**config.mk**
```make
export PLATFORM = sky130hd
export DESIGN_NAME = line_fill_ctrl
export DESIGN_NICKNAME = d
export VERILOG_FILES = /design/src/rtl/line_fill_ctrl_pkg.sv /design/src/rtl/line_lane_pack.sv /design/src/rtl/line_fill_ctrl.sv
export SDC_FILE = /design/constraint.sdc
export NUM_CORES = 1
export LEC_CHECK = 0
export CORE_AREA = 5 5 168 170
export DETAILED_ROUTE_END_ITERATION = 16
export DIE_AREA = 0 0 173 175
export PLACE_DENSITY = 0.71
export SYNTH_ARGS = -nofsm -noshare
export SYNTH_HDL_FRONTEND = slang
export SYNTH_SLANG_ARGS = --single-unit
```
**constraint.sdc**
```tcl
create_clock -name clk -period 2.13 [get_ports clk]
set_clock_uncertainty 0.15 [all_clocks]
set_input_delay 0.5325 -clock clk [delete_from_list [all_inputs] [get_ports clk]]
set_output_delay 0.5325 -clock clk [all_outputs]
set_load 0.1 [all_outputs]
```
**src/rtl/line_fill_ctrl_pkg.sv**
```systemverilog
// Shared definitions for the cache line write front end: line geometry,
// refill FSM states and the byte-strobe placement helper.
package line_fill_ctrl_pkg;

   localparam int unsigned WORDS  = 8;
   localparam int unsigned WORD_W = 32;
   localparam int unsigned LINE_W = WORDS * WORD_W;
   localparam int unsigned BE_W   = LINE_W / 8;
   localparam int unsigned WBE_W  = WORD_W / 8;
   localparam int unsigned IDX_W  = $clog2(WORDS);

   typedef enum logic [1:0] {
      IDLE = 2'd0,
      REQ  = 2'd1,
      FILL = 2'd2
   } fill_state_t;

   // Place a per-word byte mask at word slot idx of the line strobe vector.
   function automatic logic [BE_W-1:0] lane_strobe(input logic [IDX_W-1:0] idx,
                                                   input logic [WBE_W-1:0] mask);
      return BE_W'(mask) << (32'(idx) * WBE_W);
   endfunction

endpackage

```
**src/rtl/line_lane_pack.sv**
```systemverilog
// Combinational placement of one word into a cache line image.
// Ports:
//   idx   - word slot within the line
//   mask  - byte enables within the word
//   data  - word data
//   write - line-wide byte strobes (mask shifted to slot idx)
//   block - line image, data in slot idx, every unwritten byte 0
module line_lane_pack
   import line_fill_ctrl_pkg::*;
(
   input  logic [IDX_W-1:0]  idx,
   input  logic [WBE_W-1:0]  mask,
   input  logic [WORD_W-1:0] data,
   output logic [BE_W-1:0]   write,
   output logic [LINE_W-1:0] block
);

   logic [WORD_W-1:0] masked;

   // Zero the bytes that are not enabled so the line image is clean.
   always_comb begin
      masked = '0;
      for (int b = 0; b < int'(WBE_W); b++) begin
         if (mask[b]) masked[8*b +: 8] = data[8*b +: 8];
      end
   end

   assign write = lane_strobe(idx, mask);
   assign block = LINE_W'(masked) << (32'(idx) * WORD_W);

endmodule

```
**src/rtl/line_fill_ctrl.sv**
```systemverilog
// Write-side front end of the cache data array. Merges an 8-beat
// critical-word-first refill and single-word CPU stores into registered
// byte strobes (write) and a line image (block) for dataBlock.
// Ports:
//   clk, reset                    - clock, synchronous active-high reset
//   fill_valid/ready, fill_addr   - refill request handshake
//   mem_req_valid/ready/addr      - memory burst request
//   mem_rvalid/rready/rdata       - memory read beats
//   store_valid/ready, store_word,
//   store_mask, store_data        - CPU store handshake
//   write, block                  - one-cycle write pulse to dataBlock
//   fill_busy, fill_done          - refill status
module line_fill_ctrl
   import line_fill_ctrl_pkg::*;
(
   input  logic              clk,
   input  logic              reset,
   input  logic              fill_valid,
   output logic              fill_ready,
   input  logic [31:0]       fill_addr,
   output logic              mem_req_valid,
   input  logic              mem_req_ready,
   output logic [31:0]       mem_req_addr,
   input  logic              mem_rvalid,
   output logic              mem_rready,
   input  logic [WORD_W-1:0] mem_rdata,
   input  logic              store_valid,
   output logic              store_ready,
   input  logic [IDX_W-1:0]  store_word,
   input  logic [WBE_W-1:0]  store_mask,
   input  logic [WORD_W-1:0] store_data,
   output logic [BE_W-1:0]   write,
   output logic [LINE_W-1:0] block,
   output logic              fill_busy,
   output logic              fill_done
);

   localparam logic [IDX_W-1:0] LAST_CNT = IDX_W'(WORDS - 1);

   fill_state_t       state;
   logic [IDX_W-1:0]  beat_idx;
   logic [IDX_W-1:0]  cnt;

   logic              beat_accept;
   logic              store_accept;
   logic              fill_accept;
   logic [IDX_W-1:0]  pack_idx;
   logic [WBE_W-1:0]  pack_mask;
   logic [WORD_W-1:0] pack_data;
   logic [BE_W-1:0]   pack_write;
   logic [LINE_W-1:0] pack_block;

   // Stores win over a simultaneous fill request and stall outside IDLE.
   assign store_ready  = (state == IDLE);
   assign fill_ready   = (state == IDLE) && !store_valid;
   assign store_accept = store_valid && store_ready;
   assign fill_accept  = fill_valid && fill_ready;
   assign beat_accept  = (state == FILL) && mem_rvalid;

   // Select the source for this cycle's write; mask 0 yields write=0, block=0.
   always_comb begin
      pack_idx  = '0;
      pack_mask = '0;
      pack_data = '0;
      if (beat_accept) begin
         pack_idx  = beat_idx;
         pack_mask = '1;
         pack_data = mem_rdata;
      end else if (store_accept) begin
         pack_idx  = store_word;
         pack_mask = store_mask;
         pack_data = store_data;
      end
   end

   line_lane_pack u_pack (
      .idx   (pack_idx),
      .mask  (pack_mask),
      .data  (pack_data),
      .write (pack_write),
      .block (pack_block)
   );

   // Refill FSM with registered outputs.
   always_ff @(posedge clk) begin
      if (reset) begin
         state         <= IDLE;
         beat_idx      <= '0;
         cnt           <= '0;
         mem_req_valid <= 1'b0;
         mem_req_addr  <= '0;
         mem_rready    <= 1'b0;
         fill_busy     <= 1'b0;
         fill_done     <= 1'b0;
         write         <= '0;
         block         <= '0;
      end else begin
         fill_done <= 1'b0;
         write     <= pack_write;
         block     <= pack_block;
         case (state)
            IDLE: begin
               if (fill_accept) begin
                  state         <= REQ;
                  beat_idx      <= fill_addr[4:2];
                  cnt           <= '0;
                  mem_req_addr  <= fill_addr & ~32'h3;
                  mem_req_valid <= 1'b1;
                  fill_busy     <= 1'b1;
               end else if (fill_done) begin
                  // busy stays up through the fill_done cycle, then drops
                  fill_busy <= 1'b0;
               end
            end
            REQ: begin
               if (mem_req_ready) begin
                  state         <= FILL;
                  mem_req_valid <= 1'b0;
                  mem_rready    <= 1'b1;
               end
            end
            FILL: begin
               if (mem_rvalid) begin
                  beat_idx <= beat_idx + 1'b1;
                  cnt      <= cnt + 1'b1;
                  if (cnt == LAST_CNT) begin
                     state      <= IDLE;
                     mem_rready <= 1'b0;
                     fill_done  <= 1'b1;
                  end
               end
            end
            default: state <= IDLE;
         endcase
      end
   end

endmodule

```
# After elaboration in Yosys (flattened, before gate mapping)
# Cells that the tools add are included.
totals:
  register_bits: 330
  in_bits: 109
  output_inout_bits: 326
  elab_cells: 71
classes:
  n_addsub: 2
  eq_ne: 7
  shift: 2
  mux: 31
  n_bitwise: 2
  n_reduce_logical: 17
ops:
  columns: ["cell", "n"]
  rows:
  - ["32-bit by 8-bit left shift with 256-bit output", 1]
  - ["32-bit 2-to-1 mux", 2]
  - ["8-bit 2-to-1 mux", 4]
  - ["4-bit by 5-bit left shift with 32-bit output", 1]
  - ["3-bit 2-to-1 mux", 6]
  - ["3-bit case mux with 2 select lines", 2]
  - ["1-bit 2-to-1 mux", 8]
  - ["2-bit 2-to-1 mux", 4]
  - ["4-bit 2-to-1 mux", 2]
  - ["4-bit AND reduction", 2]
  - ["2-bit nonzero test", 4]
  - ["3-bit by 1-bit adder with 3-bit output (second input constant)", 2]
  - ["2-bit case mux with 3 select lines", 1]
  - ["3-bit AND reduction", 2]
  - ["1-bit logical AND", 4]
  - ["2-bit by 1-bit != test with 1-bit output (second input constant)", 2]
  - ["2-bit != test (second input constant)", 2]
  - ["1-bit case mux with 2 select lines", 2]
  - ["2-bit AND reduction", 2]
  - ["3-bit equality test (second input constant)", 1]
  - ["3-bit OR reduction", 1]
  - ["2-bit by 1-bit equality test with 1-bit output (second input constant)", 1]
  - ["2-bit equality test (second input constant)", 1]
  - ["2-bit logical NOT", 1]
  - ["other kinds (2)", 3]

# Depth between registers and ports, before layout
logic_depth:
  depth_word: 6
  depth_mapped: 8
  ltp_nobuf: 6

# By module
# A second synthesis with hierarchy kept.
hier_totals:
  hier_cells: 1252
  area_unflattened_um2: 11695.0
modules_own_cells:
  columns: ["module", "n_inst", "cells_each", "area_per_inst_um2", "seq_area_each_um2"]
  rows:
  - ["line_fill_ctrl", 1, 855, 9755.6, 6606.3]
  - ["line_lane_pack", 1, 397, 1939.4, 0.0]

# Worst setup path before layout
# Ideal clock, no wire load.
synth_timing:
  path_type: "input to output"
  from: "input store_valid"
  to: "output fill_ready"
  arrival_ns: 3.002
  slack_ns: -1.555
  stages: 4
  path_buffers: 3
  path_cell_list: "buf_6 buf_4 buf_2 nor3_1"
synth_via:
  elab_chain_cells: 2
synth_lines:
  columns: ["item", "line_no", "source"]
  rows:
  - ["start, declared", "line_fill_ctrl.sv:27", "input logic store_valid,"]
  - ["1-bit logical NOT", "line_fill_ctrl.sv:55", "assign fill_ready = (state == IDLE) && !store_valid;"]
  - ["1-bit logical AND", "line_fill_ctrl.sv:55", null]
  - ["end, declared", "line_fill_ctrl.sv:19", "output logic fill_ready,"]
# Every way passes these cells.

# Worst setup path in the final report
layout_timing:
  from: "register state[1]"
  to: "output fill_ready"
layout_via:
  elab_chain_cells: 2
layout_lines:
  columns: ["item", "line_no", "source"]
  rows:
  - ["start, declared", "line_fill_ctrl.sv:40", "fill_state_t state;"]
  - ["start signal, assigned", "line_fill_ctrl.sv:87", "state <= IDLE;"]
  - ["start signal, assigned", "line_fill_ctrl.sv:104", "state <= REQ;"]
  - ["start signal, assigned", "line_fill_ctrl.sv:117", "state <= FILL;"]
  - ["2-bit logical NOT", "line_fill_ctrl.sv:55", null]
  - ["1-bit logical AND", "line_fill_ctrl.sv:55", null]
# Every way passes these cells.

==> results.md <==
- Outcome: finished, final reports clean
- Sequential element share of the synthesized area: 67.1%
- Synth Cell Area: 9840 um2
- Largest net degree at the start of global routing: 43
- Clock buffer depth: 3
- Initial DRC count: 512
- Hold Path Class: reg2reg
- Total GRT Usage: 24.8%
- Synth Area in Simple Gates: 22.6%
- CTS tree: done
- Worst-Margin Slew: between 0.5 and 0.6 ns
- Post-synth EDFFs: 0
- Layout area overhead: 97.9%
- Fin nets: 1604
- # IOs: 435
- Share of cells above drive strength 1: 32.8%
- Wire length per cell: about 21 um
- Final setup viols: 0
- Switching share of power: 25.3%
- PD cells: about 730 nW/um2
- Sequential power share: ~45%
- Endpoints failing hold: 0
- Die width: 173 um
- Leakage: 0.00763 uW
- Placed Area: 18200 um2
- Synthesized flop and latch total: 330
- Crit start category: flop
- Combinational family with the most area after synthesis: simple AND/OR/NAND/NOR gates
- WP data required: around 1.5 ns
- Ys Warns: 0
- Total number of vias: around 9000
- N_diodes: 0
- Post-synthesis cell count: 1016
- Max H-tree Level: 2
- Clk_lat worst skew: about 0.49 ns
- Rows: 60
- Most used flip-flop cell after synthesis: dfxtp_1
- CTS root buffer: clkbuf_16
- Crit end category: output port
- Hpwl dp: 28600 um
- Post-layout min period: 2.05 ns
- Clk slew on worst S/H paths: 0.05 ns
- Clock power frac: between 40% and 50%
- Initial antenna violation count: 0
- Chip Height: around 180 um
- Synth unique cells: 49
- First-pass GRT wire length: around 58000 um
- GRT Residual Overflow: 0
- Period Utilization, post-route: 96.4%
- Rel. slew slack: between 60% and 70%
- Clk sink count: 330
- Total internal power: 10600 uW
- Post-route cell area: between 15000 and 20000 um2
- Routed Antenna Nets: 0
- Number of max-cap violations: 0
- Reg2Reg Setup Slack: 0.13 ns
- Post-Synth XOR/XNOR Area: 0%
- Die Area: 30300 um2
- CTS Buf Count: 36
- Post-synthesis compound-gate area fraction: 5.26%
- Fmax: 487 MHz
- 1st-pass router iterations: 5
- Synth Area per Inst: between 9 and 10 um2
- Async SR Flop Fraction: 0%
- Crit-path max FO: 4
- # hold bufs at CTS: 0
- DP Worst Slack: -0.333 ns
- Vias in the first global route: ~9700
- RSZ-0062 raised after global routing: false
- Post-Synth Adder-Cell Area: 0.381%
- Critical path type: reg2out
- Worst endpoint data arrival time: ~1.4 ns
- Initial Util: 37.0%
- Vias per cell: 4.86
- Detailed Route WL: 38800 um
- Sw power: about 3600 uW
- GPL Wtd Cong: 0.836
- Max-slew violations: 0
- Min setup slack post-route: ~0.077 ns
- Core area: 26600 um2
- Port Buffers: 430
- Multiplexer area fraction after synthesis: 0.114%
- DRC Markers: 0
- Max VDD drop: between 900 and 1000 uV
- Comb pwr share: between 10% and 20%
[power groups by stage]
stage / Sequential (uW) / Combinational, uW / Clock, uW
after floorplan: 6920 / 439 / 0
after global placement: 6460 / 1700 / 0
after detailed placement: 6460 / 1720 / 0
after CTS: 6320 / 1740 / 6220
after global routing: 6330 / 1820 / 6510
final: 6320 / 1750 / 6110
[sequential cells by signal (all words and copies together) (netlist names)]
register,cells
mem_req_valid,1
mem_req_addr,30
fill_done,1
block,256
cnt,3
state,2
write,32
fill_busy,1
beat_idx,3
mem_rready,1
[final timing paths]
path                                        from                to  depth (start not counted)
worst min-delay path            mem_req_addr[14]  mem_req_addr[14]                          2
worst max register to register          state[1]        block[135]                          7
worst max-delay path                    state[1]        fill_ready                          3
worst min register to register  mem_req_addr[14]  mem_req_addr[14]                          2
[cell usage after synthesis (all sizes together) (2+ instances only)]
master    n  area (um2)
nand3b    3        35.0
a31oi     9        56.3
o21a      5        37.5
nand2   123         477
ha        3        37.5
nor3     32         205
clkbuf   20        76.3
dfxtp   330        6610
and4bb    2        25.0
and4b     2        20.0
a22oi     2        15.0
and3     10        63.8
o21ai    30         165
nand3    57         290
inv      10        37.5
or3       5        31.3
nor4      2        12.5
a21oi    37         185
nor2    265         995
buf      53         324
[area by class of cell]
class                           instances  area [um2]
Inverter                               10        37.5
Clock buffer                           48        1040
Timing Repair Buffer                  510        8390
Fill cell                            1640        7100
Multi-Input combinational cell        604        2850
Tap cell                              341         427
Sequential cell                       330        6610
Clock inverter                         12         125
[what timing repair did]
| item | 4_1_cts | 5_1_grt |
|---|---|---|
| buffers inserted | 1 | 3 |
| endpoints found under the setup margin | 2 | 7 |
| gates cloned | 0 | 1 |
| gates resized for setup | 4 | 6 |
| pin swaps | 0 | 1 |
[through the flow]
step / hold slack (ns) / instances / util [%] / total power, uW / setup TNS [ns]
finish: 0.339 / 1855 / 73.3 / 14200 / 0
global route: 0.364 / 1855 / 73.3 / 14700 / 0
CTS: 0.342 / 1851 / 73.0 / 14300 / 0
detailed placement: 0.335 / 1790 / 68.6 / 8190 / -50.18
global placement: 0.329 / 1790 / 68.6 / 8160 / -39.88
floorplan: 0.320 / 1017 / - / 7360 / -0.253
[routing by layer]
metal	share of wire, %	up-vias	GRT usage (%)
li1	-	4206	-
met1	34	4305	25.1
met2	53	422	46.5
met3	9.1	89	9.32
met4	3.8	0	9.15
met5	0	-	0
[critical path, cell delays in order (launching register included)]
cell     delay (ns)
dfxtp_4        0.36
buf_12         0.13
nor3_4         0.19
buf_12         0.20
[kinds of logic (layout without fill, tap and decap cells)]
| group | Yosys count | count (layout) |
|---|---|---|
| flops | 330 | 330 |
| compound gates | 89 | 89 |
| fa+ha+maj | 3 | 3 |
| mux | 1 | 1 |
| buf+inv | 83 | 580 |
| other cells | 1 | 2 |
| simple gates | 509 | 509 |
[cell usage in the layout (no fill, tap or decap), types with 5 or more instances in the layout]
cell type / count
o21a_1: 5
nor3_1: 22
nor3_2: 9
o21ai_0: 24
clkbuf_16: 38
clkbuf_8: 7
a31oi_1: 9
clkinv_2: 5
dfxtp_1: 329
nand3_1: 56
nor2_1: 263
nand2_1: 118
inv_1: 10
buf_12: 342
buf_4: 59
a21oi_1: 37
and3_1: 9
clkdlybuf4s50_1: 104
(Power assumes the default switching activity.)
